### config.mk
export PLATFORM = sky130hd
export DESIGN_NAME = uart_rx_oversample
export DESIGN_NICKNAME = d
export VERILOG_FILES = /design/src/rtl/uart_pkg.sv /design/src/rtl/uart_sync2.sv /design/src/rtl/uart_rx_oversample.sv
export SDC_FILE = /design/constraint.sdc
export NUM_CORES = 1
export LEC_CHECK = 0
export CORE_ASPECT_RATIO = 1.2
export CORE_MARGIN = 2
export CORE_UTILIZATION = 50
export CTS_CLUSTER_SIZE = 24
export DETAILED_ROUTE_END_ITERATION = 12
export PLACE_DENSITY_LB_ADDON = 0.25
export SLEW_MARGIN = 40
export SYNTH_ARGS = -nofsm -noshare
export SYNTH_HDL_FRONTEND = slang
export SYNTH_SLANG_ARGS = --single-unit
export TNS_END_PERCENT = 30
### constraint.sdc
create_clock -name clk -period 1.55 [get_ports clk]
set_input_delay 0.31 -clock clk [delete_from_list [all_inputs] [get_ports clk]]
set_output_delay 0.31 -clock clk [all_outputs]
set_load 0.03 [all_outputs]
### src/rtl/uart_pkg.sv
// Shared definitions for the UART receive path: FSM encoding, default framing
// parameters and the 2-of-3 majority helper used for bit recovery.
package uart_pkg;

    typedef enum logic [2:0] {
        ST_IDLE  = 3'd0,
        ST_START = 3'd1,
        ST_DATA  = 3'd2,
        ST_STOP  = 3'd3,
        ST_BREAK = 3'd4
    } state_t;

    localparam int OVERSAMPLE_DEF = 16;
    localparam int DATA_BITS_DEF  = 8;
    localparam int MID_DEF        = 7;

    function automatic logic maj3(input logic a, input logic b, input logic c);
        return (a & b) | (a & c) | (b & c);
    endfunction

endpackage

### src/rtl/uart_sync2.sv
// Two-flop synchroniser for an asynchronous, idle-high serial line.
// Resets to 1 so a line held in reset never looks like a start bit.
module uart_sync2 (
    input  logic clk,
    input  logic rst,
    input  logic d,
    output logic q
);

    logic meta_q;
    logic meta_d;
    logic sync_q;
    logic sync_d;

    always_comb begin
        meta_d = d;
        sync_d = meta_q;
    end

    always_ff @(posedge clk or negedge rst) begin
        if (!rst) begin
            meta_q <= 1'b1;
            sync_q <= 1'b1;
        end else begin
            meta_q <= meta_d;
            sync_q <= sync_d;
        end
    end

    assign q = sync_q;

endmodule

### src/rtl/uart_rx_oversample.sv
// 8N1-style UART receiver driven by a 16x oversample strobe. Each bit is
// recovered by a 2-of-3 vote at the bit centre and delivered on valid/ack.
module uart_rx_oversample
    import uart_pkg::*;
#(
    parameter int DATA_BITS  = DATA_BITS_DEF,
    parameter int OVERSAMPLE = OVERSAMPLE_DEF,
    parameter int MID        = MID_DEF
) (
    input  logic                 clk,
    input  logic                 rst,
    input  logic                 rx_clk_en,
    input  logic                 rxd,
    input  logic                 rx_ack,
    output logic [DATA_BITS-1:0] rx_data,
    output logic                 rx_valid,
    output logic                 frame_err,
    output logic                 overrun,
    output logic                 busy
);

    localparam int                TICK_W    = $clog2(OVERSAMPLE);
    localparam logic [TICK_W-1:0] TICK_LAST = TICK_W'(OVERSAMPLE - 1);
    localparam logic [TICK_W-1:0] TICK_S0   = TICK_W'(MID);
    localparam logic [TICK_W-1:0] TICK_S1   = TICK_W'(MID + 1);
    localparam logic [TICK_W-1:0] TICK_VOTE = TICK_W'(MID + 2);
    localparam logic [2:0]        BITN_LAST = 3'(DATA_BITS - 1);

    logic rxs;

    state_t               state_q,     state_d;
    logic [TICK_W-1:0]    tick_q,      tick_d;
    logic [2:0]           bitn_q,      bitn_d;
    logic [1:0]           samp_q,      samp_d;
    logic [DATA_BITS-1:0] shift_q,     shift_d;
    logic                 done_q,      done_d;
    logic                 stop_ok_q,   stop_ok_d;
    logic [DATA_BITS-1:0] rx_data_q,   rx_data_d;
    logic                 rx_valid_q,  rx_valid_d;
    logic                 frame_err_q, frame_err_d;
    logic                 overrun_q,   overrun_d;
    logic                 vote3;

    uart_sync2 u_sync (
        .clk (clk),
        .rst (rst),
        .d   (rxd),
        .q   (rxs)
    );

    // Samples at MID and MID+1 are held; the third is the live sample at MID+2.
    assign vote3 = maj3(samp_q[1], samp_q[0], rxs);

    always_comb begin
        state_d   = state_q;
        tick_d    = tick_q;
        bitn_d    = bitn_q;
        samp_d    = samp_q;
        shift_d   = shift_q;
        done_d    = 1'b0;
        stop_ok_d = stop_ok_q;

        if (rx_clk_en) begin
            if (state_q != ST_IDLE && state_q != ST_BREAK) begin
                tick_d = (tick_q == TICK_LAST) ? '0 : tick_q + 1'b1;
                if (tick_q == TICK_S0 || tick_q == TICK_S1) begin
                    samp_d = {samp_q[0], rxs};
                end
            end

            unique case (state_q)
                ST_IDLE: begin
                    if (!rxs) begin
                        state_d = ST_START;
                        tick_d  = '0;
                    end
                end
                ST_START: begin
                    if (tick_q == TICK_VOTE && vote3) begin
                        state_d = ST_IDLE;
                        tick_d  = '0;
                    end else if (tick_q == TICK_LAST) begin
                        state_d = ST_DATA;
                        bitn_d  = '0;
                    end
                end
                ST_DATA: begin
                    if (tick_q == TICK_VOTE) begin
                        shift_d = {vote3, shift_q[DATA_BITS-1:1]};
                    end
                    if (tick_q == TICK_LAST) begin
                        if (bitn_q == BITN_LAST) begin
                            state_d = ST_STOP;
                        end else begin
                            bitn_d = bitn_q + 1'b1;
                        end
                    end
                end
                ST_STOP: begin
                    // Leave at mid-stop so a back-to-back start edge is not missed.
                    if (tick_q == TICK_VOTE) begin
                        done_d    = 1'b1;
                        stop_ok_d = vote3;
                        tick_d    = '0;
                        state_d   = vote3 ? ST_IDLE : ST_BREAK;
                    end
                end
                ST_BREAK: begin
                    if (rxs) begin
                        state_d = ST_IDLE;
                    end
                end
                default: begin
                    state_d = ST_IDLE;
                end
            endcase
        end
    end

    // A completion in the same clk as rx_ack keeps rx_valid set and is no overrun.
    always_comb begin
        rx_data_d   = rx_data_q;
        rx_valid_d  = rx_valid_q;
        frame_err_d = 1'b0;
        overrun_d   = 1'b0;
        if (done_q) begin
            rx_data_d   = shift_q;
            rx_valid_d  = 1'b1;
            frame_err_d = ~stop_ok_q;
            overrun_d   = rx_valid_q & ~rx_ack;
        end else if (rx_valid_q && rx_ack) begin
            rx_valid_d = 1'b0;
        end
    end

    always_ff @(posedge clk or negedge rst) begin
        if (!rst) begin
            state_q     <= ST_IDLE;
            tick_q      <= '0;
            bitn_q      <= '0;
            samp_q      <= '0;
            shift_q     <= '0;
            done_q      <= 1'b0;
            stop_ok_q   <= 1'b0;
            rx_data_q   <= '0;
            rx_valid_q  <= 1'b0;
            frame_err_q <= 1'b0;
            overrun_q   <= 1'b0;
        end else begin
            state_q     <= state_d;
            tick_q      <= tick_d;
            bitn_q      <= bitn_d;
            samp_q      <= samp_d;
            shift_q     <= shift_d;
            done_q      <= done_d;
            stop_ok_q   <= stop_ok_d;
            rx_data_q   <= rx_data_d;
            rx_valid_q  <= rx_valid_d;
            frame_err_q <= frame_err_d;
            overrun_q   <= overrun_d;
        end
    end

    assign rx_data   = rx_data_q;
    assign rx_valid  = rx_valid_q;
    assign frame_err = frame_err_q;
    assign overrun   = overrun_q;
    assign busy      = (state_q != ST_IDLE);

endmodule

==> key figures <==
Yosys
  – Syn Nets: 155
  – Top post-synthesis cells by area: dfrtp_1 (48%), mux2_2 (13%), ha_1 (3.7%)
  – Mean post-synth cell area: 11.7 µm²
  – Post-Syn Area: 1700 µm²
  – Yosys warnings: 0
  – Ys flop type: dfrtp_1
  – Number of enable flip-flop cells after synthesis: 0
  – Post-synthesis sequential area ratio: 0.516
  – Yosys top cell area share: 0.485
  – Yosys reg bits: 35
  – Top post-synthesis cells by count: dfrtp_1 (33), mux2_2 (19), nand2_1 (11), o21ai_0 (11)
  – Distinct cell type count after synthesis: 42
  – Dominant cell by count in the synthesized netlist: dfrtp_1
  – Yosys top cell by area: dfrtp_1
  – Ys async rst share: 1.00
  – Syn Inst Count: 145

STA
  – Peak Freq: 649 MHz
  – Slew Viols, Final: 0
  – Post-layout min period: 1.54 ns
  – Slew HR: 0.742
  – Clk_skew: 0.00418 ns
  – RSZ-0062 raised after global routing: yes
  – Slew @ Worst Pin: 0.387 ns
  – Hold slack: 0.358 ns
  – Final hold violations: 0
  – Final setup fails: 0
  – Final period utilization: 0.995
  – TNS Setup: 0 ns

Route
  – First-pass DRT Iterations: 4
  – DRC: 0
  – Post-DRT Antenna Nets: 0
  – Wire per inst: 15.1 µm
  – Starting DRT DRC Count: 31
  – Wirelength, routed: 3320 µm
  – Vias per cell: 5.55
  – Vias: 1222

Worst setup path
  – Critical path arrival: 1.70 ns
  – Crit-path slowest cell: dfrtp_2
  – Critical path fanouts, max: 6
  – Critical path capture point type: flip-flop
  – Kind of critical path: reg2reg
  – Worst setup SP type: flip-flop
  – Critical path, cell by cell: ha_2 > buf_4 > and4b_1 > nor4_4 > o21ai_1 > o311ai_2
  – CP required: 1.71 ns
  – Slowest stage delay, CP: 0.43 ns

Clock network
  – Clock transition at path regs: 0.07 ns
  – CTS tree: yes
  – H-tree levels: 2
  – Clock root cell: clkbuf_8
  – Hold_buf cts: 0
  – Cts bufs inserted: 5
  – Clk sinks: 35
  – Clk_lat worst skew: 0.29 ns
  – Clock Path Buffers: 2

GRT
  – First-pass GRT wire length: 5330 µm
  – Gr ovfl total: 0
  – Vias in the first global route: 1180
  – Number of antenna violations at the first check in global routing: 0
  – Largest net degree at the start of global routing: 36
  – Gr usage total: 0.183

Pwr
  – P per Cell Area: 1410 nW/µm²
  – Sw power: 1040 µW
  – Peak supply drop: 1000 µV
  – P_int: 2060 µW
  – Logic pwr share: 0.362
  – Flop pwr share: 0.376
  – Leakage: 0.00111 µW
  – Clock Power Share: 0.261
  – Switch share: 0.336

Worst hold path
  – Hold crit path type: reg2reg

Layout
  – Layout fillers: 264
  – Nets@finish: 192
  – Layout Area Growth over Synthesis: 29.4%
  – Layout cell share with drive strength beyond 1: 0.399
  – Antenna diode count: 0

Die
  – # rows: 23
  – Initial Utilization: 0.515
  – Die area: 3890 µm²
  – Die height: 67.9 µm
  – Die W: 57.3 µm
  – I/O pin count: 17
  – Core area: 3310 µm²

Placement
  – Routability Congestion: 0.850
  – Port Buf Inserts: 16
  – Post-DP HPWL: 2230 µm

Status
  – Status: finished, final reports clean

Job
  – Max-cap violation count: 0
cell type report:
class / count / area, µm² / share of cell area
sequential: 35 / 880 / 0.399
clock buffer: 5 / 68.8 / 0.0312
clock inverter: 3 / 43.8 / 0.0199
inverter: 7 / 26.3 / 0.0119
tap: 37 / 46.3 / 0.0210
timing repair buffer: 35 / 303 / 0.137
multi-input combinational: 98 / 836 / 0.379
registers in the layout, indices dropped and copies added, names as in the netlist, 2 cells and up:
register / cells
rx_data: 8
shift_q: 8
tick_q: 4
bitn_q: 3
state_q: 3
samp_q: 2
worst max-delay path: cells and delay by family (launching register included):
kind | cells | cell delay [ns]
simple gates | 2 | 0.29
flops | 1 | 0.43
buf+inv | 1 | 0.13
compound gates | 2 | 0.30
fa+ha+maj | 1 | 0.26
metal layers:
layer  routed length (µm)  GRT usage  part of all wire
met5                    0          0                 0
met3                  130     0.0454             0.039
met2                 1770      0.319              0.53
met4                   61     0.0843             0.018
met1                 1360      0.213              0.41
per-stage QoR:
stage / instances / instance area, µm² / total power [µW] / util / worst slack [ns]
6_report: 220 / 2200 / 3110 / 0.666 / 0.00812
5_1_grt: 220 / 2200 / 3310 / 0.666 / -0.0406
4_1_cts: 216 / 2110 / 2990 / 0.638 / -0.101
3_5_place_dp: 208 / 2000 / 2150 / 0.603 / -0.237
3_3_place_gp: 208 / 2000 / 2130 / 0.603 / -0.203
2_1_floorplan: 145 / 1700 / 1830 / - / 0.0898
layout by cell type, fill, tap and decap left out, types with 2 or more instances in the layout:
master           netlist  final
nand3_1                6      5
o21ai_0               11     11
o21ai_2                1      2
and4b_1                2      2
o31ai_1                2      2
or2b_1                 2      2
o311ai_2               1      2
o21ai_1                4      3
dlygate4sd2_1          0     11
ha_4                   0      2
dfrtp_1               33     32
nor3_2                 0      2
clkbuf_8               0      5
inv_2                  1      2
mux2_2                19     19
nand2_1               11     10
nor2_1                 4      4
clkdlybuf4s50_1        0      4
buf_4                  1     18
nor2_4                 2      2
nand2b_1               2      2
inv_1                  6      5
nor2b_1                2      2
dfstp_2                2      2
ha_2                   0      2
a21o_1                 3      3
nand3b_1               2      2
power groups by stage:
stage	clock, µW	combinational [µW]	sequential [µW]
6_report	811	1130	1170
5_1_grt	874	1250	1190
4_1_cts	832	1000	1160
3_5_place_dp	0	978	1180
3_3_place_gp	0	958	1170
2_1_floorplan	0	654	1180
what timing repair did:
action / CTS / global route
resized for setup: 17 / 18
setup buffers: 0 / 4
setup endpoints to repair: 18 / 20
pin swaps: 1 / 5
worst paths after layout:
path	startpoint	end	slack, ns	depth (start not counted)
max	tick_q[0]	state_q[0]	0.008	6
min reg2reg	u_sync.meta_q	u_sync.q	0.36	0
min	u_sync.meta_q	u_sync.q	0.36	0
max in group asynchronous	rst	u_sync.q	0.91	2
min in group asynchronous	rst	tick_q[2]	0.40	2
max reg2reg	tick_q[0]	state_q[0]	0.008	6
cells by family (layout without fill, tap and decap cells):
logic type	after synthesis	in the layout	share of synthesized area
AND/OR/NAND/NOR	46	46	0.170
adder cells (fa/ha/maj)	6	6	0.0434
AO/OA/AOI/OAI	26	26	0.0985
flip-flops	35	35	0.516
multiplexers	20	20	0.134
buffers and inverters	12	50	0.0382
Note: power is estimated with default switching activity, not from simulation.
